==> src/rtl/ram_test_sequencer_pkg.sv <==
// -----------------------------------------------------------------------------
// ram_test_sequencer_pkg
//   Shared definitions for the RAM write/read-back test engine:
//     - RAMController command encodings (None/Write/Read)
//     - data pattern mode encodings
//     - width of the saturating error counter
//     - `RegWidth(value): number of bits needed to hold 0..value (minimum 1)
//   No ports (package).
//   Optional feature macro used by the engine: RAM_TEST_ERRLOG_EN.
// -----------------------------------------------------------------------------
`ifndef RegWidth
`define RegWidth(value) ((((value)) < 2) ? 1 : $clog2((value) + 1))
`endif

package ram_test_sequencer_pkg;

    localparam logic [1:0] RAMController_Cmd_None  = 2'd0;
    localparam logic [1:0] RAMController_Cmd_Write = 2'd1;
    localparam logic [1:0] RAMController_Cmd_Read  = 2'd2;

    typedef enum logic [1:0] {
        PAT_BLOCK_XOR_IDX = 2'd0,  // block ^ idx
        PAT_IDX           = 2'd1,  // idx
        PAT_BLOCK_XNOR    = 2'd2,  // ~(block ^ idx)
        PAT_WALKING_ONE   = 2'd3   // 1 << (idx mod DataWidth)
    } pattern_mode_e;

    localparam int ErrCountWidth = 16;

endpackage

==> src/rtl/ram_test_pattern.sv <==
// -----------------------------------------------------------------------------
// ram_test_pattern
//   Combinational pattern generator. The same instance feeds write_data and
//   the expected read-back value, so the two can never disagree.
//   Ports:
//     mode_i   in  2           pattern select (pattern_mode_e)
//     block_i  in  BlockWidth  block address of the word
//     idx_i    in  IdxWidth    word index inside the block
//     word_o   out DataWidth   generated pattern word
// -----------------------------------------------------------------------------
module ram_test_pattern
    import ram_test_sequencer_pkg::*;
#(
    parameter int DataWidth  = 16,
    parameter int BlockWidth = 19,
    parameter int IdxWidth   = 4
) (
    input  logic [1:0]            mode_i,
    input  logic [BlockWidth-1:0] block_i,
    input  logic [IdxWidth-1:0]   idx_i,
    output logic [DataWidth-1:0]  word_o
);

    logic [DataWidth-1:0] block_ext;
    logic [DataWidth-1:0] idx_ext;
    logic [DataWidth-1:0] block_xor_idx;
    logic [DataWidth-1:0] walking_one;

    // Block-address bits above DataWidth never reach the pattern word.
    logic unused_block_bits;
    assign unused_block_bits = ^block_i;

    // NOTE: every output of an always_comb gets a value on every path (defaults
    // first / full case with default), otherwise synthesis infers a latch.
    always_comb begin
        block_ext     = DataWidth'(block_i);
        idx_ext       = DataWidth'(idx_i);
        block_xor_idx = block_ext ^ idx_ext;
        walking_one   = DataWidth'(1) << (32'(idx_i) % DataWidth);

        case (pattern_mode_e'(mode_i))
            PAT_BLOCK_XOR_IDX: word_o = block_xor_idx;
            PAT_IDX:           word_o = idx_ext;
            PAT_BLOCK_XNOR:    word_o = ~block_xor_idx;
            default:           word_o = walking_one;
        endcase
    end

endmodule

==> src/rtl/ram_test_sequencer.sv <==
// -----------------------------------------------------------------------------
// ram_test_sequencer
//   RAM write/read-back test engine placed between control logic and the
//   RAMController. For each block of a run it writes a generated pattern,
//   reads it back and compares every word. Errors (miscompares and watchdog
//   expiries) are counted, saturating, instead of halting the run.
//
//   Optional feature: define RAM_TEST_ERRLOG_EN to add err_block/err_idx/
//   err_exp/err_act, which capture the first miscompare of a run.
//
//   Ports:
//     clk            in   1           system clock
//     rst_           in   1           synchronous active-low reset
//     start          in   1           1-cycle pulse, starts a run when idle
//     start_block    in   BlockWidth  first block of the run (sampled on start)
//     mode           in   2           pattern select (sampled on start)
//     busy           out  1           run in progress
//     done           out  1           1-cycle pulse at end of run
//     pass_ok        out  1           valid from done to next start, 1 = no errors
//     err_count      out  16          saturating miscompare + timeout count
//     timeout        out  1           sticky, a watchdog expired during this run
//     cmd            out  2           RAMController command
//     cmd_block      out  BlockWidth  block address for cmd
//     write_ready    in   1           controller accepts write_data
//     write_trigger  out  1           write request
//     write_data     out  DataWidth   pattern word
//     read_ready     in   1           read_data valid
//     read_trigger   out  1           read request
//     read_data      in   DataWidth   word from RAM
//     err_block/err_idx/err_exp/err_act  out  (RAM_TEST_ERRLOG_EN only)
// -----------------------------------------------------------------------------
module ram_test_sequencer
    import ram_test_sequencer_pkg::*;
#(
    parameter int DataWidth     = 16,
    parameter int BlockWidth    = 19,
    parameter int BlockSize     = 16,
    parameter int BlockCount    = 8,
    parameter int TimeoutCycles = 1023,
    parameter int StopOnError   = 0,
    localparam int IdxWidth     = `RegWidth(BlockSize - 1)
) (
    input  logic                     clk,
    input  logic                     rst_,
    input  logic                     start,
    input  logic [BlockWidth-1:0]    start_block,
    input  logic [1:0]               mode,
    output logic                     busy,
    output logic                     done,
    output logic                     pass_ok,
    output logic [ErrCountWidth-1:0] err_count,
    output logic                     timeout,
    output logic [1:0]               cmd,
    output logic [BlockWidth-1:0]    cmd_block,
    input  logic                     write_ready,
    output logic                     write_trigger,
    output logic [DataWidth-1:0]     write_data,
    input  logic                     read_ready,
    output logic                     read_trigger,
    input  logic [DataWidth-1:0]     read_data
`ifdef RAM_TEST_ERRLOG_EN
    ,
    output logic [BlockWidth-1:0]    err_block,
    output logic [IdxWidth-1:0]      err_idx,
    output logic [DataWidth-1:0]     err_exp,
    output logic [DataWidth-1:0]     err_act
`endif
);

    localparam logic [2:0] ST_IDLE    = 3'd0;
    localparam logic [2:0] ST_WR_CMD  = 3'd1;
    localparam logic [2:0] ST_WR_WAIT = 3'd2;
    localparam logic [2:0] ST_WR_DATA = 3'd3;
    localparam logic [2:0] ST_RD_CMD  = 3'd4;
    localparam logic [2:0] ST_RD_WAIT = 3'd5;
    localparam logic [2:0] ST_RD_DATA = 3'd6;
    localparam logic [2:0] ST_FINISH  = 3'd7;

    localparam int WdWidth     = `RegWidth(TimeoutCycles);
    localparam int BlkCntWidth = `RegWidth(BlockCount - 1);

    localparam logic [IdxWidth-1:0]      LastIdx = IdxWidth'(BlockSize - 1);
    localparam logic [WdWidth-1:0]       WdLimit = WdWidth'(TimeoutCycles - 1);
    localparam logic [BlkCntWidth-1:0]   LastBlk = BlkCntWidth'(BlockCount - 1);
    localparam logic [ErrCountWidth-1:0] ErrMax  = '1;

    logic [2:0]               state_q,   state_d;
    logic [BlockWidth-1:0]    block_q,   block_d;
    logic [1:0]               mode_q,    mode_d;
    logic [IdxWidth-1:0]      idx_q,     idx_d;
    logic [BlkCntWidth-1:0]   blk_cnt_q, blk_cnt_d;
    logic [WdWidth-1:0]       wd_q,      wd_d;
    logic [ErrCountWidth-1:0] err_q,     err_d;
    logic                     timeout_q, timeout_d;
    logic                     pass_q,    pass_d;

    logic [DataWidth-1:0] pattern_word;

    logic in_wr_data;
    logic in_rd_data;
    logic wr_xfer;
    logic rd_xfer;
    logic xfer;
    logic last_word;
    logic expire;
    logic miscompare;
    logic err_event;
    logic end_block;

    ram_test_pattern #(
        .DataWidth  (DataWidth),
        .BlockWidth (BlockWidth),
        .IdxWidth   (IdxWidth)
    ) u_pattern (
        .mode_i  (mode_q),
        .block_i (block_q),
        .idx_i   (idx_q),
        .word_o  (pattern_word)
    );

    // Transfer, watchdog and compare qualifiers.
    always_comb begin
        in_wr_data = (state_q == ST_WR_DATA);
        in_rd_data = (state_q == ST_RD_DATA);
        wr_xfer    = in_wr_data && write_ready;
        rd_xfer    = in_rd_data && read_ready;
        xfer       = wr_xfer || rd_xfer;
        last_word  = (idx_q == LastIdx);
        // The watchdog counts data-phase cycles without a transfer; the
        // TimeoutCycles-th such cycle abandons the block.
        expire     = (in_wr_data || in_rd_data) && !xfer && (wd_q == WdLimit);
        miscompare = rd_xfer && (read_data != pattern_word);
        // A miscompare and an expiry in the same cycle are one error.
        err_event  = miscompare || expire;
    end

    always_comb begin
        state_d   = state_q;
        block_d   = block_q;
        mode_d    = mode_q;
        idx_d     = idx_q;
        blk_cnt_d = blk_cnt_q;
        wd_d      = '0;
        err_d     = err_q;
        timeout_d = timeout_q;
        pass_d    = pass_q;
        end_block = 1'b0;

        case (state_q)
            ST_IDLE: begin
                if (start) begin
                    block_d   = start_block;
                    mode_d    = mode;
                    blk_cnt_d = '0;
                    err_d     = '0;
                    timeout_d = 1'b0;
                    pass_d    = 1'b0;
                    state_d   = ST_WR_CMD;
                end
            end
            ST_WR_CMD: begin
                idx_d   = '0;
                state_d = ST_WR_WAIT;
            end
            ST_WR_WAIT: state_d = ST_WR_DATA;
            ST_WR_DATA: begin
                wd_d = xfer ? '0 : wd_q + 1'b1;
                if (expire) begin
                    end_block = 1'b1;
                end else if (wr_xfer) begin
                    idx_d = idx_q + 1'b1;
                    if (last_word) state_d = ST_RD_CMD;
                end
            end
            ST_RD_CMD: begin
                idx_d   = '0;
                state_d = ST_RD_WAIT;
            end
            ST_RD_WAIT: state_d = ST_RD_DATA;
            ST_RD_DATA: begin
                wd_d = xfer ? '0 : wd_q + 1'b1;
                if (expire) begin
                    end_block = 1'b1;
                end else if (rd_xfer) begin
                    idx_d = idx_q + 1'b1;
                    if (last_word) end_block = 1'b1;
                end
            end
            default: state_d = ST_IDLE;  // ST_FINISH
        endcase

        if (err_event && (err_q != ErrMax)) err_d = err_q + 1'b1;
        if (expire) timeout_d = 1'b1;

        // Block address wraps silently modulo 2^BlockWidth.
        if (end_block) begin
            if (blk_cnt_q == LastBlk) begin
                state_d = ST_FINISH;
            end else begin
                state_d   = ST_WR_CMD;
                block_d   = block_q + 1'b1;
                blk_cnt_d = blk_cnt_q + 1'b1;
            end
        end

        if ((StopOnError != 0) && err_event) state_d = ST_FINISH;

        // pass_ok must already be valid in the done cycle, so it is decided
        // from the error count that includes the final transfer.
        if ((state_d == ST_FINISH) && (state_q != ST_FINISH)) pass_d = (err_d == '0);
    end

    // NOTE: sequential state uses non-blocking assignments so every register
    // samples pre-edge values regardless of block evaluation order.
    always_ff @(posedge clk) begin
        if (!rst_) begin
            state_q   <= ST_IDLE;
            block_q   <= '0;
            mode_q    <= '0;
            idx_q     <= '0;
            blk_cnt_q <= '0;
            wd_q      <= '0;
            err_q     <= '0;
            timeout_q <= 1'b0;
            pass_q    <= 1'b0;
        end else begin
            state_q   <= state_d;
            block_q   <= block_d;
            mode_q    <= mode_d;
            idx_q     <= idx_d;
            blk_cnt_q <= blk_cnt_d;
            wd_q      <= wd_d;
            err_q     <= err_d;
            timeout_q <= timeout_d;
            pass_q    <= pass_d;
        end
    end

    // Outputs decode straight from registered state, so a reset leaves no
    // command or trigger pending in the following cycle.
    always_comb begin
        busy          = (state_q != ST_IDLE) && (state_q != ST_FINISH);
        done          = (state_q == ST_FINISH);
        pass_ok       = pass_q;
        err_count     = err_q;
        timeout       = timeout_q;
        cmd_block     = block_q;
        write_trigger = in_wr_data;
        read_trigger  = in_rd_data;
        write_data    = pattern_word;
        case (state_q)
            ST_WR_CMD: cmd = RAMController_Cmd_Write;
            ST_RD_CMD: cmd = RAMController_Cmd_Read;
            default:   cmd = RAMController_Cmd_None;
        endcase
    end

`ifdef RAM_TEST_ERRLOG_EN
    logic                  logged_q,  logged_d;
    logic [BlockWidth-1:0] eblock_q,  eblock_d;
    logic [IdxWidth-1:0]   eidx_q,    eidx_d;
    logic [DataWidth-1:0]  eexp_q,    eexp_d;
    logic [DataWidth-1:0]  eact_q,    eact_d;

    // Only the first miscompare of a run is kept; timeouts never capture.
    always_comb begin
        logged_d = logged_q;
        eblock_d = eblock_q;
        eidx_d   = eidx_q;
        eexp_d   = eexp_q;
        eact_d   = eact_q;
        if ((state_q == ST_IDLE) && start) begin
            logged_d = 1'b0;
            eblock_d = '0;
            eidx_d   = '0;
            eexp_d   = '0;
            eact_d   = '0;
        end else if (miscompare && !logged_q) begin
            logged_d = 1'b1;
            eblock_d = block_q;
            eidx_d   = idx_q;
            eexp_d   = pattern_word;
            eact_d   = read_data;
        end
    end

    always_ff @(posedge clk) begin
        if (!rst_) begin
            logged_q <= 1'b0;
            eblock_q <= '0;
            eidx_q   <= '0;
            eexp_q   <= '0;
            eact_q   <= '0;
        end else begin
            logged_q <= logged_d;
            eblock_q <= eblock_d;
            eidx_q   <= eidx_d;
            eexp_q   <= eexp_d;
            eact_q   <= eact_d;
        end
    end

    assign err_block = eblock_q;
    assign err_idx   = eidx_q;
    assign err_exp   = eexp_q;
    assign err_act   = eact_q;
`endif

endmodule

==> config.mk <==
export PLATFORM = sky130hd
export DESIGN_NAME = ram_test_sequencer
export DESIGN_NICKNAME = d
export VERILOG_FILES = /design/src/rtl/ram_test_sequencer_pkg.sv /design/src/rtl/ram_test_pattern.sv /design/src/rtl/ram_test_sequencer.sv
export SDC_FILE = /design/constraint.sdc
export NUM_CORES = 1
export LEC_CHECK = 0
export BUFFER_PORTS_ARGS = -buffer_cell sky130_fd_sc_hd__clkbuf_2
export CORE_MARGIN = 2
export CORE_UTILIZATION = 54
export CTS_CLUSTER_DIAMETER = 200
export DETAILED_ROUTE_END_ITERATION = 8
export GPL_TIMING_DRIVEN = 1
export PLACE_DENSITY = 0.9
export RECOVER_POWER = 25
export SYNTH_ARGS = -nofsm -noshare
export SYNTH_HDL_FRONTEND = slang
export SYNTH_HIERARCHICAL = 1
export SYNTH_SLANG_ARGS = --single-unit
export TNS_END_PERCENT = 20
==> constraint.sdc <==
create_clock -name clk -period 3.7 [get_ports clk]
set_input_delay 0.74 -clock clk [delete_from_list [all_inputs] [get_ports clk]]
set_output_delay 0.74 -clock clk [all_outputs]
set_load 0.02 [all_outputs]
==> flow_summary.html <==
<table>
<tr><th>Metric</th><th>Value</th></tr>
<tr><th colspan="2">Worst setup path</th></tr>
<tr><td>Worst-path maximum fanout</td><td>10</td></tr>
<tr><td>Number of buffers and inverters on the critical path</td><td>0</td></tr>
<tr><td>Series of cell instances along the critical path</td><td>nand4_1, o22ai_1, xor2_1, nor4_1, nand4_1, a21o_2, and4_2, a2111oi_4, nand4_1, o21ai_1</td></tr>
<tr><td>Crit-path most repeated cell</td><td>nand4_1</td></tr>
<tr><td>CP Launch Type</td><td>flop</td></tr>
<tr><td>Worst Setup End Kind</td><td>flop</td></tr>
<tr><td>Worst stage delay on the critical path</td><td>620 ps</td></tr>
<tr><td>Register-to-Register Path Depth</td><td>10</td></tr>
<tr><td>Family with the most delay on the worst path</td><td>simple AND/OR/NAND/NOR gates</td></tr>
<tr><td>CP Data Arrival Time</td><td>3570 ps</td></tr>
<tr><td>Required @ worst endpoint</td><td>3980 ps</td></tr>
<tr><td>Levels on crit path</td><td>10</td></tr>
<tr><td>Critical Path Slowest Stage Cell</td><td>dfxtp_1</td></tr>
<tr><td>Setup slack of the worst register-to-register path</td><td>410 ps</td></tr>
<tr><td>Crit Path Class</td><td>reg2reg</td></tr>
<tr><th colspan="2">Detailed routing</th></tr>
<tr><td>Mean routed wirelength per cell</td><td>16.29 µm</td></tr>
<tr><td>Sum of routed wire length over all layers</td><td>11470 µm</td></tr>
<tr><td>Number of nets with antenna violations after routing</td><td>0</td></tr>
<tr><td>Via/cell ratio</td><td>6.065</td></tr>
<tr><td>Number of optimization iterations in the first detailed-route pass</td><td>6</td></tr>
<tr><td>Vias</td><td>4270</td></tr>
<tr><td>Drt drc</td><td>0</td></tr>
<tr><td>Iteration-0 DRC Markers</td><td>486</td></tr>
<tr><th colspan="2">STA</th></tr>
<tr><td>Clock period minus final worst setup slack</td><td>3293 ps</td></tr>
<tr><td>Max-slew headroom at the worst pin</td><td>22.50%</td></tr>
<tr><td>Highest clock frequency the design can meet</td><td>0.3037 GHz</td></tr>
<tr><td>Share of the cycle needed by the critical path after routing</td><td>89.00%</td></tr>
<tr><td>Finish-stage setup viols</td><td>0</td></tr>
<tr><td>Slew of the pin with the lowest slew margin</td><td>1162 ps</td></tr>
<tr><td>Sum of negative setup slack</td><td>0 ps</td></tr>
<tr><td>Unrepaired setup endpoints after global routing</td><td>no</td></tr>
<tr><td>Fin. max-slew vios</td><td>0</td></tr>
<tr><td>Total count of hold-check failures in the final report</td><td>0</td></tr>
<tr><td>Clock skew</td><td>7.497 ps</td></tr>
<tr><th colspan="2">Yosys</th></tr>
<tr><td>Number of standard cells after synthesis</td><td>513</td></tr>
<tr><td>Mean cell area of the mapped netlist</td><td>7.832 µm²</td></tr>
<tr><td>Synthesized area</td><td>0.004018 mm²</td></tr>
<tr><td>Number of enable-type register cells in the synthesized netlist</td><td>0</td></tr>
<tr><td>Flip-flop and latch count after synthesis</td><td>59</td></tr>
<tr><td>Net count after synthesis</td><td>562</td></tr>
<tr><td>Share of flip-flops with an asynchronous set or reset after synthesis</td><td>0%</td></tr>
<tr><td>Share of the yosys chip area belonging to registers</td><td>29.40%</td></tr>
<tr><td>Number of different library cells in the post-synthesis netlist</td><td>66</td></tr>
<tr><td>Synth Warn #</td><td>6</td></tr>
<tr><td>Commonest register cell after synthesis</td><td>dfxtp_1</td></tr>
<tr><th colspan="2">Power</th></tr>
<tr><td>Proportion of power drawn by flip-flops and latches</td><td>41.5%</td></tr>
<tr><td>Clk network pwr share</td><td>40.4%</td></tr>
<tr><td>Combinational cell fraction of total power</td><td>18.1%</td></tr>
<tr><td>Switching share of total power</td><td>29.70%</td></tr>
<tr><td>Total power after layout</td><td>1.696 mW</td></tr>
<tr><td>Total internal power</td><td>1.192 mW</td></tr>
<tr><td>Highest ir drop seen on vdd</td><td>0.2467 mV</td></tr>
<tr><td>Total power density per cell area</td><td>357.7 mW/mm²</td></tr>
<tr><td>Reported leakage power</td><td>1.857 nW</td></tr>
<tr><td>Net switching power</td><td>0.5037 mW</td></tr>
<tr><th colspan="2">Hold path</th></tr>
<tr><td>Min-Delay Path Depth</td><td>2</td></tr>
<tr><td>Hold Crit Class</td><td>reg2reg</td></tr>
<tr><th colspan="2">Status</th></tr>
<tr><td>Result of the run</td><td>completed</td></tr>
<tr><th colspan="2">Floorplan</th></tr>
<tr><td>Die ar.</td><td>0.008146 mm²</td></tr>
<tr><td>Die extent in x</td><td>90.26 µm</td></tr>
<tr><td>Die extent in y</td><td>90.26 µm</td></tr>
<tr><td>Cell row count</td><td>31</td></tr>
<tr><td>Initial Util</td><td>55.69%</td></tr>
<tr><td>I/O pin count</td><td>101</td></tr>
<tr><td>Core area</td><td>0.007214 mm²</td></tr>
<tr><th colspan="2">Global routing</th></tr>
<tr><td>Number of antenna violations at the first check in global routing</td><td>0</td></tr>
<tr><td>Global-route wire length before repair</td><td>18890 µm</td></tr>
<tr><td>Total routing resource utilization after global routing</td><td>28.17%</td></tr>
<tr><td>Number of global-route vias before repair</td><td>3914</td></tr>
<tr><td>Largest net degree at the start of global routing</td><td>34</td></tr>
<tr><td>Remaining global-route overflow</td><td>0</td></tr>
<tr><th colspan="2">Placement</th></tr>
<tr><td>Routability Congestion</td><td>0.9132</td></tr>
<tr><td>Detailed placer's ending HPWL</td><td>8248 µm</td></tr>
<tr><td>Number of buffers added on ports</td><td>100</td></tr>
<tr><th colspan="2">Finish</th></tr>
<tr><td>Share of the core filled with cells in the final layout</td><td>65.71%</td></tr>
<tr><td>Synth-to-Final Area Change</td><td>18.00%</td></tr>
<tr><td>Layout net count</td><td>649</td></tr>
<tr><td>Layout cells sized above 1</td><td>19.34%</td></tr>
<tr><td>Fill cells</td><td>648</td></tr>
<tr><td>Diode count</td><td>0</td></tr>
<tr><th colspan="2">Clock network</th></tr>
<tr><td>Later-pin clock latency in the skew report</td><td>350 ps</td></tr>
<tr><td>Number of setup buffers added after CTS</td><td>0</td></tr>
<tr><td>Cells resized by post-CTS repair</td><td>0</td></tr>
<tr><td>Longest Clk Path Bufs</td><td>2</td></tr>
<tr><td>Clk slew on worst S/H paths</td><td>70 ps</td></tr>
<tr><td>CTS tree</td><td>done</td></tr>
<tr><td>Clock buffers created by TritonCTS</td><td>9</td></tr>
<tr><td>CTS sink cnt</td><td>59</td></tr>
<tr><td>CTS hold repair buffers</td><td>0</td></tr>
<tr><td>CTS root buffer</td><td>clkbuf_8</td></tr>
<tr><td>Maximum level of the CTS H-tree</td><td>3</td></tr>
<tr><th colspan="2">Run</th></tr>
<tr><td>Maxcap violations</td><td>0</td></tr>
</table>
## power groups by stage
stage | Clock, mW | Combinational [mW] | Sequential (mW)
final | 0.685 | 0.307 | 0.704
after global routing | 0.713 | 0.334 | 0.708
after CTS | 0.687 | 0.309 | 0.702
after detailed placement | 0 | 0.308 | 0.715
after global placement | 0 | 0.301 | 0.714
after floorplan | 0 | 0.209 | 0.709
## metal layers
| metal | wire length [µm] | global-route usage (%) | vias to the layer above |
|---|---|---|---|
| li1 | - | - | 2057 |
| met1 | 4885 | 36.71 | 1990 |
| met2 | 5472 | 45.24 | 196 |
| met3 | 845 | 5.927 | 27 |
| met4 | 262 | 12.05 | 0 |
| met5 | 0 | 0 | - |
## worst min-delay path: stages (launching register included)
cell and delay (ps):
dfxtp_1 320, nand3_1 60, a21oi_1 60
## through the flow
step / worst slack (ps) / cells / cell area [µm²] / hold slack [ps]
2_1_floorplan: 710.7 / 513 / 4018 / 451.6
3_3_place_gp: 347.1 / 688 / 4544 / 457.6
3_5_place_dp: 235.4 / 688 / 4544 / 478.6
4_1_cts: 212.3 / 704 / 4772 / 485.8
5_1_grt: 189.4 / 704 / 4741 / 508.9
6_report: 406.9 / 704 / 4741 / 482.9
## cell families (layout without fill, tap and decap cells)
kind of cell,Yosys count,after routing,synth area share (%)
adders and majority gates,7,7,2.180
muxes,6,6,1.526
and+or+nand+nor,233,233,30.86
xor gates and xnor gates,44,44,9.592
DFF,59,59,29.40
buffers and inverters,45,137,5.170
AOI/OAI and AO/OA,119,119,21.27
## synth_stat cells, drive strengths merged, types with 2 or more instances
| library cell | instances | area [µm²] |
|---|---|---|
| a2111oi | 2 | 36.29 |
| a211oi | 3 | 22.52 |
| a21boi | 4 | 30.03 |
| a21o | 3 | 23.77 |
| a21oi | 17 | 85.08 |
| a221oi | 13 | 113.9 |
| a222oi | 2 | 20.02 |
| a22o | 2 | 18.77 |
| a311oi | 3 | 32.53 |
| a31o | 2 | 17.52 |
| a31oi | 5 | 31.28 |
| a32oi | 6 | 52.55 |
| and2 | 10 | 62.56 |
| and3 | 15 | 96.34 |
| and4 | 4 | 37.54 |
| buf | 14 | 91.33 |
| clkbuf | 16 | 60.06 |
| dfxtp | 59 | 1181 |
| ha | 7 | 87.58 |
| inv | 15 | 56.30 |
| mux2i | 5 | 50.05 |
| nand2 | 47 | 176.4 |
| nand2b | 4 | 25.02 |
| nand3 | 25 | 125.1 |
| nand3b | 2 | 15.01 |
| nand4 | 13 | 93.84 |
| nand4b | 2 | 17.52 |
| nor2 | 63 | 236.5 |
| nor2b | 4 | 25.02 |
| nor3 | 10 | 50.05 |
| nor3b | 13 | 97.59 |
| nor4 | 9 | 56.30 |
| nor4b | 2 | 30.03 |
| o211ai | 2 | 15.01 |
| o21a | 11 | 82.58 |
| o21ai | 24 | 120.1 |
| o22ai | 12 | 75.07 |
| or2 | 3 | 18.77 |
| or3 | 4 | 25.02 |
| xnor2 | 19 | 166.4 |
| xor2 | 25 | 219.0 |
## final cells by class
cell class	instances	area (µm²)	share of cell area [%]
clock buffers	12	155.1	3.273
well taps	99	123.9	2.613
multi-input cells	409	2638	55.63
clock inverters	4	72.57	1.531
flip-flops and latches	59	1184	24.97
inverters	15	56.30	1.188
repair buffers	106	511.7	10.79
## final timing paths
check	start	to
worst min-delay path	blk_cnt_q[1]	blk_cnt_q[1]
worst max register to register	idx_q[2]	pass_ok
worst max-delay path	idx_q[2]	pass_ok
worst min register to register	blk_cnt_q[1]	blk_cnt_q[1]
## layout by cell type, fill, tap and decap left out, types with 11 or more instances in the layout
cell      Yosys  final
xor2_1       25     25
nand4_1      11     11
o21ai_0      14     14
clkbuf_2      0     76
and3_1       13     13
inv_1        15     15
a21oi_1      17     17
clkbuf_1     16     26
nor3b_1      13     13
xnor2_1      19     19
nor2_1       63     63
nand3_1      25     25
dfxtp_1      59     57
clkbuf_8      0     11
nand2_1      47     47
o21a_1       11     11
o22ai_1      12     12
a221oi_1     13     13
## flip-flops by register name, summed over array words and instances (netlist names)
name       flops
blk_cnt_q      3
cmd_block     19
err_count     16
idx_q          4
mode_q         2
pass_ok        1
state_q        3
timeout        1
wd_q          10
(Power assumes the default switching activity.)
